## config.mk

```make
export PLATFORM = sky130hd
export DESIGN_NAME = cache_mem_arbiter
export DESIGN_NICKNAME = d
export VERILOG_FILES = /design/src/rtl/cache_arb_pkg.sv /design/src/rtl/arb_rr2.sv /design/src/rtl/cache_mem_arbiter.sv
export SDC_FILE = /design/constraint.sdc
export NUM_CORES = 1
export LEC_CHECK = 0
export ABC_AREA = 1
export CAP_MARGIN = 10
export CORE_AREA = 2 2 534 536
export DETAILED_ROUTE_END_ITERATION = 10
export DIE_AREA = 0 0 536 538
export GPL_ROUTABILITY_DRIVEN = 1
export PLACE_DENSITY = 0.3
export SETUP_SLACK_MARGIN = 0.05
export SLEW_MARGIN = 20
export SYNTH_ARGS = -nofsm -noshare
export SYNTH_HDL_FRONTEND = slang
export SYNTH_SLANG_ARGS = --single-unit
```

## constraint.sdc

```tcl
create_clock -name clk -period 2.1 [get_ports clk]
set_clock_uncertainty 0.15 [all_clocks]
set_input_delay 0.315 -clock clk [delete_from_list [all_inputs] [get_ports clk]]
set_output_delay 0.315 -clock clk [all_outputs]
set_load 0.1 [all_outputs]
```

## src/rtl/cache_arb_pkg.sv

```systemverilog
// Shared types and default widths for the cache/memory line-port arbiters.
package cache_arb_pkg;

    localparam int unsigned DEFAULT_ADDR_WIDTH = 32;
    localparam int unsigned DEFAULT_LINE_WIDTH = 256;

    typedef enum logic [1:0] {
        IDLE    = 2'd0,
        SERVE_I = 2'd1,
        SERVE_D = 2'd2
    } arb_state_t;

    typedef enum logic {
        GRANT_I = 1'b0,
        GRANT_D = 1'b1
    } grant_t;

endpackage

```

## src/rtl/arb_rr2.sv

```systemverilog
// Two-input round-robin picker: on a tie, grants the side that did not win last time.
module arb_rr2
    import cache_arb_pkg::*;
(
    input  logic [1:0] req,
    input  grant_t     last_grant,
    output logic [1:0] gnt,
    output logic       any
);

    always_comb begin
        gnt = 2'b00;
        case (req)
            2'b01:   gnt = 2'b01;
            2'b10:   gnt = 2'b10;
            2'b11:   gnt = (last_grant == GRANT_D) ? 2'b01 : 2'b10;
            default: gnt = 2'b00;
        endcase
    end

    assign any = |req;

endmodule

```

## src/rtl/cache_mem_arbiter.sv

```systemverilog
// Arbitrates the single physical-memory line port between the icache and dcache.
// A grant is held for a whole line transaction and released on mem_resp.
module cache_mem_arbiter
    import cache_arb_pkg::*;
#(
    parameter int unsigned ADDR_WIDTH = DEFAULT_ADDR_WIDTH,
    parameter int unsigned LINE_WIDTH = DEFAULT_LINE_WIDTH
) (
    input  logic                  clk,
    input  logic                  rst,

    input  logic                  i_pmem_read,
    input  logic [ADDR_WIDTH-1:0] i_pmem_address,
    output logic [LINE_WIDTH-1:0] i_pmem_rdata,
    output logic                  i_pmem_resp,

    input  logic                  d_pmem_read,
    input  logic                  d_pmem_write,
    input  logic [ADDR_WIDTH-1:0] d_pmem_address,
    input  logic [LINE_WIDTH-1:0] d_pmem_wdata,
    output logic [LINE_WIDTH-1:0] d_pmem_rdata,
    output logic                  d_pmem_resp,

    output logic                  mem_read,
    output logic                  mem_write,
    output logic [ADDR_WIDTH-1:0] mem_address,
    output logic [LINE_WIDTH-1:0] mem_wdata,
    input  logic [LINE_WIDTH-1:0] mem_rdata,
    input  logic                  mem_resp
);

    arb_state_t state, state_next;
    grant_t     last_grant, last_grant_next;
    logic [1:0] req;
    logic [1:0] gnt;
    logic       any;

    assign req = {d_pmem_read | d_pmem_write, i_pmem_read};

    arb_rr2 u_rr2 (
        .req        (req),
        .last_grant (last_grant),
        .gnt        (gnt),
        .any        (any)
    );

    // last_grant resets to D so the icache wins the first tie.
    always_ff @(posedge clk or posedge rst) begin
        if (rst) begin
            state      <= IDLE;
            last_grant <= GRANT_D;
        end else begin
            state      <= state_next;
            last_grant <= last_grant_next;
        end
    end

    always_comb begin
        state_next      = state;
        last_grant_next = last_grant;
        mem_read        = 1'b0;
        mem_write       = 1'b0;
        mem_address     = '0;
        i_pmem_resp     = 1'b0;
        d_pmem_resp     = 1'b0;
        case (state)
            IDLE: begin
                if (any) begin
                    state_next = gnt[0] ? SERVE_I : SERVE_D;
                end
            end
            SERVE_I: begin
                mem_read    = i_pmem_read;
                mem_address = i_pmem_address;
                i_pmem_resp = mem_resp;
                if (mem_resp) begin
                    state_next      = IDLE;
                    last_grant_next = GRANT_I;
                end
            end
            SERVE_D: begin
                mem_read    = d_pmem_read;
                mem_write   = d_pmem_write;
                mem_address = d_pmem_address;
                d_pmem_resp = mem_resp;
                if (mem_resp) begin
                    state_next      = IDLE;
                    last_grant_next = GRANT_D;
                end
            end
            default: state_next = IDLE;
        endcase
    end

    assign mem_wdata    = d_pmem_wdata;
    assign i_pmem_rdata = mem_rdata;
    assign d_pmem_rdata = mem_rdata;

    // The dcache never issues a fill and a write-back at once.
    assert property (@(posedge clk) disable iff (rst) !(d_pmem_read && d_pmem_write));

endmodule

```

==> impl_metrics.env <==
export IMPL_run_status="finished with violations"
export IMPL_violated_checks="setup timing"
export IMPL_place_congestion=0.811
export IMPL_critical_path_startpoint_type="flip-flop"
export IMPL_crit_fanout=10
export IMPL_critical_path_endpoint_type="output port"
export IMPL_hold_path_class="in -> async"
export IMPL_maximum_number_of_pins_on_one_net_before_global_route_repair=25
export IMPL_root_buffer="sky130_fd_sc_hd__clkbuf_16"
export IMPL_h_tree_lvls=1
export IMPL_drt_first_iter_violations=180
export IMPL_reg2regPathDepth=7
export IMPL_yosysSeqAreaShare_pct=1.15
export IMPL_path_cells="buf_4 -> buf_4 -> ha_4 -> buf_6 -> nand2_1 -> a21oi_4 -> buf_12"
export IMPL_tightestPinTransition_ns=0.386
export IMPL_numClockSinks=3
export IMPL_layout_area_overhead_vs_synth_pct=18.4
export IMPL_sw_frac_of_total_pct=62.2
export IMPL_number_of_antenna_violations_at_the_first_check_in_global_routing=6
export IMPL_starting_density_of_the_core_pct=2.34
export IMPL_critical_path_top_delay_family="buffers and inverters"
export IMPL_ratio_of_routed_vias_to_standard_cells=0.817
export IMPL_p_seq_share_pct=1.8
export IMPL_slew_headroom_pct=74.2
export IMPL_power_net_switching_mw=4.04
export IMPL_synth_top_cell_area_share_pct=87.3
export IMPL_internal_power_mw=2.45
export IMPL_worst_ep_required_time_ns=1.63
export IMPL_ys_warn_count=0
export IMPL_final_seq_area_um2=76.3
export IMPL_vdd_ir_drop_max_mv=0.499
export IMPL_nets=854
export IMPL_setup_repair_after_global_routing_missed_its_margin="true"
export IMPL_yosys_top_cells_area="sky130_fd_sc_hd__buf_4, sky130_fd_sc_hd__nand2_1, sky130_fd_sc_hd__a21oi_2"
export IMPL_tritoncts_num_buffers=3
export IMPL_final_critical_path_setup_slack_ns=-0.232
export IMPL_synth_largest_area_cell="sky130_fd_sc_hd__buf_4"
export IMPL_track_usage_pct=10.2
export IMPL_drc_errors=0
export IMPL_io_pin_count=1386
export IMPL_routed_wl_mm=155
export IMPL_ant_nets=0
export IMPL_period_needed_ns=2.33
export IMPL_synth_fp_nets=1496
export IMPL_first_global_vias=3411
export IMPL_final_layout_size_suffix_gt1_share_pct=52.6
export IMPL_holdBufCountCts=0
export IMPL_synth_cell_area_um2=6640
export IMPL_rr_startpoint="state[0]$_DFFE_PP0P_"
export IMPL_area_of_the_core_um2=283000
export IMPL_postSynthRegisterBits=3
export IMPL_avg_cell_area_syn_um2=7.29
export IMPL_tritoncts="done"
export IMPL_routed_via_count=3294
export IMPL_final_max_slew_violation_count=0
export IMPL_filler_cell_count=33763
export IMPL_total_gr_overflow=0
export IMPL_synth_cell_types=15
export IMPL_drt_wirelength_per_cell_um=38.4
export IMPL_clkTransAtPathRegs_ns=0.03
export IMPL_die_height_um=538
export IMPL_fmaxAchievable_ghz=0.429
export IMPL_final_area_um2=7860
export IMPL_final_hold_violation_count=0
export IMPL_r2r_slack_ns=0.65
export IMPL_drv_cap=0
export IMPL_power_density_nw_per_um2=826
export IMPL_min_period_over_period_pct=111
export IMPL_cts_max_path_buffers=2
export IMPL_worst_r2r_endpoint="last_grant$_DFFE_PP1P_"
export IMPL_critical_path_max_stage_delay_ns=0.36
export IMPL_critical_path_slowest_cell="sky130_fd_sc_hd__dfrtp_1"
export IMPL_grt_pass1_wl_mm=162
export IMPL_arrival_ns=1.87
export IMPL_placement_rows=196
export IMPL_clock_insertion_delay_worst_skew_ns=0.23
export IMPL_finalSetupViolCount=33
export IMPL_syn_inst=911
export IMPL_timing_worst_setup_path_type="reg -> out"
export IMPL_die_area_um2=288000
export IMPL_port_buffer_count=105
export IMPL_clock_power_share_pct=4.7
export IMPL_fin_setup_tns_ns=-4.16
export IMPL_drt_pre_antenna_iters=4
export IMPL_multiInputGateArea_um2=1050
export IMPL_cellLeakagePower_nw=1.21
export IMPL_most_numerous_cell_on_the_critical_path="sky130_fd_sc_hd__buf_4"
export IMPL_combPwrFrac_pct=93.5
export IMPL_critical_path_buf_inv_count=4
export IMPL_postPlaceCellArea_um2=7160
export IMPL_dp_hpwl_mm=150
export IMPL_die_width_um=536
-- layer usage --
layer  global-route usage, %  wire [um]  share of wire [%]  vias to the layer above
met4                    4.15       7760                5.0                        4
met5                   0.444        133              0.086                        -
met1                    2.78      14300                9.2                      998
met3                    22.0      71600                 46                      292
li1                        -          -                  -                      704
met2                    14.3      61200                 40                     1296
-- worst register-to-register path, delay by kind of cell (launching register included) --
kind / cells / cell delay, ns
adders and majority gates: 1 / 0.18
and+or+nand+nor: 3 / 0.22
DFF: 1 / 0.38
buffers and inverters: 3 / 0.44
-- synthesized netlist by cell type --
| master | n |
|---|---|
| sky130_fd_sc_hd__a21oi_1 | 4 |
| sky130_fd_sc_hd__a21oi_2 | 29 |
| sky130_fd_sc_hd__buf_12 | 1 |
| sky130_fd_sc_hd__buf_4 | 772 |
| sky130_fd_sc_hd__buf_6 | 6 |
| sky130_fd_sc_hd__dfrtp_1 | 2 |
| sky130_fd_sc_hd__dfstp_2 | 1 |
| sky130_fd_sc_hd__ha_1 | 3 |
| sky130_fd_sc_hd__inv_1 | 10 |
| sky130_fd_sc_hd__nand2_1 | 73 |
| sky130_fd_sc_hd__nand2_2 | 5 |
| sky130_fd_sc_hd__nand3_1 | 2 |
| sky130_fd_sc_hd__nor2_1 | 1 |
| sky130_fd_sc_hd__o21ai_0 | 1 |
| sky130_fd_sc_hd__o21ai_1 | 1 |
-- placed cells by master (no fill, tap or decap), types with 2 or more instances in the layout --
cell,count
sky130_fd_sc_hd__buf_12,50
sky130_fd_sc_hd__inv_1,6
sky130_fd_sc_hd__clkbuf_16,4
sky130_fd_sc_hd__buf_16,2
sky130_fd_sc_hd__a21oi_2,2
sky130_fd_sc_hd__nand2_2,23
sky130_fd_sc_hd__a21oi_4,31
sky130_fd_sc_hd__buf_6,5
sky130_fd_sc_hd__nand3_1,2
sky130_fd_sc_hd__inv_2,3
sky130_fd_sc_hd__ha_4,3
sky130_fd_sc_hd__nand2_1,44
sky130_fd_sc_hd__buf_4,3
sky130_fd_sc_hd__clkdlybuf4s50_1,69
sky130_fd_sc_hd__nand2_4,11
sky130_fd_sc_hd__dfrtp_1,2
-- state kept, by name, indices dropped and copies added, names as in the netlist --
signal,flops
last_grant,1
state,2
-- power groups by stage --
stage,Clock (mW),Sequential [mW],Combinational [mW]
2_1_floorplan,0,0.105,9.52
3_3_place_gp,0,0.111,4.89
3_5_place_dp,0,0.108,4.88
4_1_cts,0.308,0.113,6.00
5_1_grt,0.313,0.117,6.25
6_report,0.307,0.114,6.07
-- cells by family (layout without fill, tap and decap cells) --
kind of cell | Yosys count | after routing | synth area share [%]
other | 0 | 1 | 0
DFF | 3 | 3 | 1.15
adders and majority gates | 3 | 3 | 0.566
and+or+nand+nor | 81 | 81 | 4.81
AOI/OAI and AO/OA | 35 | 35 | 4.28
buffers and inverters | 789 | 146 | 89.2
-- metrics by stage --
stage	std cells	utilization, %	setup slack, ns	hold slack, ns	total power [mW]
global placement	4017	2.53	-0.104	0.319	5.00
CTS	4028	2.76	-0.158	0.115	6.42
floorplan	911	-	-0.180	-0.0821	9.62
finish	4031	2.78	-0.232	0.109	6.50
global route	4030	2.77	-0.204	0.144	6.68
detailed placement	4017	2.53	-0.0781	0.320	4.99
-- area by class of cell --
class	count	area share [%]
tap	3762	59.9
clock buffer	4	1.00
antenna	1	0.0318
inverter	10	0.573
multi-input combinational	119	13.4
timing repair buffer	132	24.1
sequential	3	0.971
-- worst max path at each step --
stage / startpoint / to / slack [ns] / depth (start not counted)
2_1_floorplan: state[0]$_DFFE_PP0P_ / mem_address[0] / -0.18 / 5
3_3_place_gp: state[1]$_DFFE_PP0P_ / mem_address[25] / -0.10 / 6
3_5_place_dp: state[0]$_DFFE_PP0P_ / mem_address[25] / -0.08 / 6
4_1_cts: state[0]$_DFFE_PP0P_ / mem_address[25] / -0.16 / 7
5_1_grt: state[0]$_DFFE_PP0P_ / mem_address[9] / -0.20 / 8
6_report: state[0]$_DFFE_PP0P_ / mem_address[12] / -0.23 / 7
-- repair_timing --
item	CTS	global route
gates resized for setup	85	9
pin swaps	23	9
gates cloned	3	2
setup endpoints to repair	35	35
buffers inserted	4	1
No activity file was read; power rests on OpenSTA's default activity.
